--- src/rtl/cpu8_lsu_pkg.sv ---
// -----------------------------------------------------------------------------
// cpu8_lsu_pkg
// Shared definitions for the 8-bit CPU load/store unit:
//   - data/address widths and memory depth
//   - request opcode encoding (lsu_op_e)
//   - load/store FSM state encoding (lsu_state_e)
// No ports; imported by lsu_addr_gen and load_store_unit.
// -----------------------------------------------------------------------------
package cpu8_lsu_pkg;

    localparam int DATA_W    = 8;
    localparam int ADDR_W    = 5;
    localparam int MEM_DEPTH = 32;   // must equal 2**ADDR_W

    // Highest legal word address, in both address and data widths.
    localparam logic [ADDR_W-1:0] LAST_ADDR      = ADDR_W'(MEM_DEPTH - 1);
    localparam logic [DATA_W-1:0] LAST_ADDR_DATA = DATA_W'(MEM_DEPTH - 1);

    typedef enum logic [1:0] {
        OP_LOAD  = 2'b00,
        OP_STORE = 2'b01,
        OP_CLEAR = 2'b10,
        OP_RSVD  = 2'b11
    } lsu_op_e;

    typedef enum logic [1:0] {
        ST_IDLE = 2'b00,
        ST_EXEC = 2'b01,
        ST_CLR  = 2'b10,
        ST_RESP = 2'b11
    } lsu_state_e;

endpackage

--- src/rtl/lsu_addr_gen.sv ---
// -----------------------------------------------------------------------------
// lsu_addr_gen
// Combinational effective-address generator and range check.
//   eff = (base + offset) mod 2**DATA_W   (offset is two's complement, so a
//   plain wrapping add gives the right answer for negative offsets too)
// Ports:
//   i_op        request opcode
//   i_base      unsigned base address
//   i_offset    two's-complement offset
//   o_eff_addr  low ADDR_W bits of the effective address
//   o_fault     address out of range or reserved opcode (never for clear)
// -----------------------------------------------------------------------------
module lsu_addr_gen
    import cpu8_lsu_pkg::*;
(
    input  logic [1:0]        i_op,
    input  logic [DATA_W-1:0] i_base,
    input  logic [DATA_W-1:0] i_offset,
    output logic [ADDR_W-1:0] o_eff_addr,
    output logic              o_fault
);

    logic [DATA_W-1:0] w_eff;
    lsu_op_e           w_op;

    assign w_op       = lsu_op_e'(i_op);
    assign w_eff      = i_base + i_offset;   // carry out dropped: 8-bit wrap
    assign o_eff_addr = w_eff[ADDR_W-1:0];

    always_comb begin
        // NOTE: default first so every path assigns o_fault and no latch is inferred.
        o_fault = 1'b0;
        case (w_op)
            OP_LOAD,
            OP_STORE: o_fault = (w_eff > LAST_ADDR_DATA);
            OP_CLEAR: o_fault = 1'b0;   // clear ignores base/offset
            OP_RSVD:  o_fault = 1'b1;
            default:  o_fault = 1'b1;
        endcase
    end

endmodule

--- src/rtl/load_store_unit.sv ---
// -----------------------------------------------------------------------------
// load_store_unit
// Sole master of the 32x8 data memory. Accepts one load / store / clear-all
// request at a time, computes base+offset, range-checks it, drives the memory
// and returns read data or a fault on a valid/ready response channel.
//
// Ports:
//   Clk           system clock, rising edge
//   Reset         asynchronous, active-low reset
//   Req_valid     request valid
//   Req_ready     unit can accept a request (IDLE only)
//   Req_op        00 load, 01 store, 10 clear-all, 11 reserved
//   Req_base      unsigned base address
//   Req_offset    two's-complement offset
//   Req_wdata     store data
//   Rsp_valid     response valid
//   Rsp_ready     consumer accepts response
//   Rsp_rdata     load data; 0 for store/clear/fault
//   Rsp_fault     address out of range or reserved op
//   Mem_Address   memory address
//   Mem_Data_in   memory write data
//   Mem_En        memory write enable (memory writes on rising Clk)
//   Mem_Data_out  memory read data (combinational read)
//
// Timing: request taken at edge t0; load/store response visible after t1,
// clear response after t32. All outputs are registered.
// -----------------------------------------------------------------------------
module load_store_unit
    import cpu8_lsu_pkg::*;
(
    input  logic              Clk,
    input  logic              Reset,
    input  logic              Req_valid,
    output logic              Req_ready,
    input  logic [1:0]        Req_op,
    input  logic [DATA_W-1:0] Req_base,
    input  logic [DATA_W-1:0] Req_offset,
    input  logic [DATA_W-1:0] Req_wdata,
    output logic              Rsp_valid,
    input  logic              Rsp_ready,
    output logic [DATA_W-1:0] Rsp_rdata,
    output logic              Rsp_fault,
    output logic [ADDR_W-1:0] Mem_Address,
    output logic [DATA_W-1:0] Mem_Data_in,
    output logic              Mem_En,
    input  logic [DATA_W-1:0] Mem_Data_out
);

    // ------------------------------------------------------------------
    // Effective address and fault for the request currently presented
    // ------------------------------------------------------------------
    logic [ADDR_W-1:0] w_eff_addr;
    logic              w_fault;
    lsu_op_e           w_req_op;

    assign w_req_op = lsu_op_e'(Req_op);

    lsu_addr_gen u_addr_gen (
        .i_op       (Req_op),
        .i_base     (Req_base),
        .i_offset   (Req_offset),
        .o_eff_addr (w_eff_addr),
        .o_fault    (w_fault)
    );

    // ------------------------------------------------------------------
    // State and registered outputs
    // ------------------------------------------------------------------
    lsu_state_e        r_state;
    lsu_op_e           r_op;
    logic              r_fault;
    logic [ADDR_W-1:0] r_clr_cnt;

    logic              r_req_ready;
    logic              r_rsp_valid;
    logic [DATA_W-1:0] r_rsp_rdata;
    logic              r_rsp_fault;
    logic [ADDR_W-1:0] r_mem_addr;
    logic [DATA_W-1:0] r_mem_din;
    logic              r_mem_en;

    // Req_ready comes out of reset low and rises on the first clock in IDLE,
    // so nothing is accepted on the edge that ends reset.
    // NOTE: the memory array itself has no reset; its contents only change
    // through stores and the CLR sweep, and an aborted sweep leaves it partial.
    // NOTE: sequential state uses non-blocking assignments so every register
    // samples pre-edge values regardless of statement order.
    always_ff @(posedge Clk or negedge Reset) begin
        if (!Reset) begin
            r_state     <= ST_IDLE;
            r_op        <= OP_LOAD;
            r_fault     <= 1'b0;
            r_clr_cnt   <= '0;
            r_req_ready <= 1'b0;
            r_rsp_valid <= 1'b0;
            r_rsp_rdata <= '0;
            r_rsp_fault <= 1'b0;
            r_mem_addr  <= '0;
            r_mem_din   <= '0;
            r_mem_en    <= 1'b0;
        end else begin
            case (r_state)
                ST_IDLE: begin
                    r_req_ready <= 1'b1;
                    if (Req_valid && r_req_ready) begin
                        r_req_ready <= 1'b0;
                        r_op        <= w_req_op;
                        r_fault     <= w_fault;
                        if (w_req_op == OP_CLEAR) begin
                            // First clear word is driven during the first CLR cycle.
                            r_state    <= ST_CLR;
                            r_clr_cnt  <= '0;
                            r_mem_addr <= '0;
                            r_mem_din  <= '0;
                            r_mem_en   <= 1'b1;
                        end else begin
                            // Address is driven even on a fault; with Mem_En low
                            // that is not an access.
                            r_state    <= ST_EXEC;
                            r_mem_addr <= w_eff_addr;
                            if (w_req_op == OP_STORE && !w_fault) begin
                                r_mem_en  <= 1'b1;
                                r_mem_din <= Req_wdata;
                            end
                        end
                    end
                end

                ST_EXEC: begin
                    // A store completes in the memory on this edge; a load
                    // samples the combinational read of the address set at t0.
                    r_mem_en    <= 1'b0;
                    r_mem_din   <= '0;
                    r_rsp_valid <= 1'b1;
                    r_rsp_fault <= r_fault;
                    r_rsp_rdata <= (r_op == OP_LOAD && !r_fault) ? Mem_Data_out : '0;
                    r_state     <= ST_RESP;
                end

                ST_CLR: begin
                    if (r_clr_cnt == LAST_ADDR) begin
                        r_mem_en    <= 1'b0;
                        r_rsp_valid <= 1'b1;
                        r_rsp_rdata <= '0;
                        r_rsp_fault <= 1'b0;
                        r_state     <= ST_RESP;
                    end else begin
                        r_clr_cnt  <= r_clr_cnt + ADDR_W'(1);
                        r_mem_addr <= r_clr_cnt + ADDR_W'(1);
                    end
                end

                ST_RESP: begin
                    // Rsp_valid is high throughout RESP, so Rsp_ready alone
                    // completes the handshake.
                    if (Rsp_ready) begin
                        r_rsp_valid <= 1'b0;
                        r_req_ready <= 1'b1;
                        r_state     <= ST_IDLE;
                    end
                end

                default: begin
                    r_state     <= ST_IDLE;
                    r_mem_en    <= 1'b0;
                    r_mem_din   <= '0;
                    r_rsp_valid <= 1'b0;
                    r_req_ready <= 1'b0;
                end
            endcase
        end
    end

    assign Req_ready   = r_req_ready;
    assign Rsp_valid   = r_rsp_valid;
    assign Rsp_rdata   = r_rsp_rdata;
    assign Rsp_fault   = r_rsp_fault;
    assign Mem_Address = r_mem_addr;
    assign Mem_Data_in = r_mem_din;
    assign Mem_En      = r_mem_en;

endmodule

--- config.mk ---
export PLATFORM = sky130hd
export DESIGN_NAME = load_store_unit
export DESIGN_NICKNAME = d
export VERILOG_FILES = /design/src/rtl/cpu8_lsu_pkg.sv /design/src/rtl/lsu_addr_gen.sv /design/src/rtl/load_store_unit.sv
export SDC_FILE = /design/constraint.sdc
export NUM_CORES = 1
export LEC_CHECK = 0
export ABC_AREA = 1
export CORE_MARGIN = 2
export CORE_UTILIZATION = 47
export CTS_BUF_LIST = sky130_fd_sc_hd__clkbuf_16
export DETAILED_ROUTE_END_ITERATION = 7
export MAX_ROUTING_LAYER = met4
export PLACE_DENSITY_LB_ADDON = 0.3
export SLEW_MARGIN = 20
export SYNTH_ARGS = -nofsm -noshare
export SYNTH_HDL_FRONTEND = slang
export SYNTH_SLANG_ARGS = --single-unit
--- constraint.sdc ---
create_clock -name Clk -period 1.96 [get_ports Clk]
set_input_delay 0.392 -clock Clk [delete_from_list [all_inputs] [get_ports Clk]]
set_output_delay 0.392 -clock Clk [all_outputs]
set_load 0.02 [all_outputs]
==> key figures, run 1 <==
Worst setup path
  – Most numerous cell on the critical path: nand2_1
  – CP max stage delay: 0.32 ns
  – CP endpoint kind: register
  – CP Max Fanout: 8
  – Crit Path Class: in -> reg
  – Critical Path Source Type: input pin
  – Slowest CP cell: ha_1
  – CP required: 2.18 ns
  – Critical Path, Cell by Cell: dlygate4sd2_1 > ha_1 > nand2_1 > nor2_2 > nand2_1 > nand4_1 > nand2_1 > a21oi_2 > nand3_2 > nand2_4 > buf_8 > nand3_2 > nand2_1
  – Worst path arrival time: between 2 and 2.5 ns

Placement
  – DP HPWL: 3.733 mm
  – Gpl congestion: 0.7995
  – Pre-CTS setup slack: -0.5217 ns
  – Port buffer count: 62
  – Cell Count Post-Placement: 387

Finish
  – Commonest cells after routing, fill and taps aside: nand2_1, clkdlybuf4s50_1, dfrtp_1
  – Diode count: 0
  – Area grow syn2layout: 55.95%
  – Most common cell after layout, fill and taps aside: nand2_1
  – Finished Layout Cells: 403
  – Share of layout cells above drive strength 1: 0.2108
  – Final net count: 402
  – Filler cells: 317

STA
  – Setup TNS: 0 ns
  – Skew final: 0.002953 ns
  – Final worst setup slack: 0.1361 ns
  – Max_slew headroom: 0.7033
  – # setup viols final: 0
  – Final Cycle Share: 0.9305
  – Fin. Hold Viols: 0
  – Achievable Freq: ~550 MHz
  – Hold WS: 0.4818 ns
  – Worst-margin pin slew: 0.4451 ns
  – Min cycle time layout: ~1.8 ns
  – Max Slew Vio Count: 0

Global routing
  – Largest net degree at the start of global routing: 36
  – First-pass GRT wire length: 9.052 mm
  – Total grt overflow: 0
  – Global router's overall resource usage: 0.2337
  – Vias in the first global route: 1999
  – Initial antenna violation count: 0

Routing
  – Router iterations before antenna repair: 4
  – Remaining antenna violation count: 0
  – Wirelength, routed: between 5 and 6 mm
  – Vias per inst: 5.102
  – Via count: roughly 2100
  – Routed length per placed instance: 13.46 um
  – DRC: 0
  – Initial drt markers: 147

Clock network
  – TritonCTS buffer count: 5
  – Clk slew on worst S/H paths: 0.05 ns
  – H-Tree Depth: 2
  – CTS tree: built
  – CTS root buf: clkbuf_16
  – Worst skew pair latency: 0.28 ns
  – Cts hold-fix bufs: 0
  – CTS Sinks: 35
  – CTS max path bufs: 2

Power and ir drop
  – P_leak: 1.591 nW
  – Peak VDD IR: 0.6175 mV
  – Power density of the placed cells: 1430 nW/um^2
  – Design Power: 4.620 mW

Yosys
  – Top cell type's share of synthesized area: 0.4230
  – EDFF count, synth: 0
  – Yosys cell types: 29
  – Synth Flop Type: dfrtp_1
  – Avg Synthesized Cell Area: 7.904 um^2
  – Fraction of the mapped netlist area in simple logic gates: 0.2955
  – Post-Synth XOR/XNOR Area: 0.01269
  – Compound-cell area share of the yosys netlist: 0.1142
  – Sequential-to-total area share from yosys stat: 0.4230
  – Multiplexer share of the synthesized area: 0
  – Mapped Area: 2071 um^2
  – Flops & latches, synth: 35
  – Syn nets: 314
  – Synth area leader: dfrtp_1
  – Async S/R FF share, synth: 1.000
  – Synth top area cells: dfrtp_1, nand2_1, nand3_1, ha_1, o21ai_0
  – Yosys warning count: 0
  – Syn Inst Count: 262
  – Largest family of logic cells by synthesized area: simple AND/OR/NAND/NOR gates
  – Post-Synth Adder-Cell Area: 0.08822

Floorplanning
  – Die width: 70.38 um
  – Starting Density: 0.4822
  – Core Area: 4294 um^2
  – Die height: 70.38 um
  – Die Footprint: approximately 5000 um^2
  – Io pins: 63
  – Row count: 24

Job
  – Maxcap violations: 0

Status
  – Outcome: completed

Hold path
  – Hold crit path type: reg -> reg
[synthesized netlist by cell type (2+ instances only)]
master and number:
nand2_1 64, dfrtp_1 35, nand3_1 35, inv_1 29, o21ai_0 24, nor2_1 21, ha_1 13, nand2_2 6
a21oi_1 4, o21a_1 4, a21oi_2 3, or2_2 3, buf_2 2, nand3_2 2, o22ai_1 2, xor2_1 2
[flip-flops by register name, summed over array words and instances (netlist names)]
name and flops:
Mem_Address 5, Mem_Data_in 8, Mem_En 1, Req_ready 1, Rsp_fault 1, Rsp_rdata 8
Rsp_valid 1, r_clr_cnt 5, r_fault 1, r_op 2, r_state 2
[path summary, 6_finish.rpt]
| kind | startpoint | end | slack [ns] | cells after the start |
|---|---|---|---|---|
| setup / recovery | Req_offset[1] | Mem_Data_in[2]$_DFFE_PN0P_ | 0.14 | 13 |
| hold / removal | Mem_Data_in[3]$_DFFE_PN0P_ | Mem_Data_in[3]$_DFFE_PN0P_ | 0.48 | 2 |
| setup reg to reg | r_state[1]$_DFFE_PN0P_ | Mem_Data_in[2]$_DFFE_PN0P_ | 0.16 | 7 |
| hold reg to reg | Mem_Data_in[3]$_DFFE_PN0P_ | Mem_Data_in[3]$_DFFE_PN0P_ | 0.48 | 2 |
| max in group asynchronous | Reset | Mem_Data_in[1]$_DFFE_PN0P_ | 1.11 | 2 |
| min in group asynchronous | Reset | Rsp_rdata[7]$_DFFE_PN0P_ | 0.53 | 2 |
[kinds of logic (layout without fill, tap and decap cells)]
group                    Yosys count  count (layout)
AO/OA/AOI/OAI                     41              41
XOR/XNOR                           3               3
adder cells (fa/ha/maj)           14              14
buffers and inverters             34             123
flip-flops                        35              35
AND/OR/NAND/NOR                  135             135
[report_power, final]
part / leakage, nW / switching (mW) / internal [mW]
Sequential: 0.446 / 0.171 / 1.02
Clock: 0.0733 / 0.288 / 0.463
Combinational: 1.07 / 1.47 / 1.20
[metal layers]
metal,GRT usage,share of wire
met1,0.3004,0.44
met2,0.3763,0.50
met3,0.04618,0.039
met4,0.06624,0.019
met5,-,0
[timing repair]
item | 4_1_cts | 5_1_grt
pin swaps | 11 | 17
buffers inserted | 1 | 7
endpoints found under the setup margin | 9 | 20
gates resized for setup | 15 | 34
[critical path, delay by kind of cell]
family          cells  cell delay [ns]
fa+ha+maj           1             0.32
compound gates      1             0.13
buf+inv             2             0.43
simple gates        9             0.75
[cell type report]
type / instances / area (um^2) / share of cell area
flip-flops and latches: 35 / 875.8 / 0.2712
well taps: 52 / 65.06 / 0.02015
clock buffers: 5 / 125.1 / 0.03874
clock inverters: 3 / 15.01 / 0.004649
multi-input cells: 193 / 1212 / 0.3754
inverters: 30 / 112.6 / 0.03487
repair buffers: 85 / 823.3 / 0.2549
[stage by stage]
stage / util / instance area (um^2)
3_5_place_dp: 0.6623 / 2844
3_3_place_gp: 0.6623 / 2844
4_1_cts: 0.7118 / 3057
5_1_grt: 0.7520 / 3229
6_report: 0.7520 / 3229
2_1_floorplan: - / 2071
(Power assumes the default switching activity.)
==> run 2, diff against run 1 <==
--- a/config.mk
+++ b/config.mk
@@ -9,6 +9,7 @@
 export CORE_MARGIN = 2
 export CORE_UTILIZATION = 47
 export CTS_BUF_LIST = sky130_fd_sc_hd__clkbuf_16
+export CTS_CLUSTER_DIAMETER = 50
 export DETAILED_ROUTE_END_ITERATION = 7
 export MAX_ROUTING_LAYER = met4
 export PLACE_DENSITY_LB_ADDON = 0.3
==> results of run 2 <==
No change in the layout: final DEF, timing and power equal those of run 1.
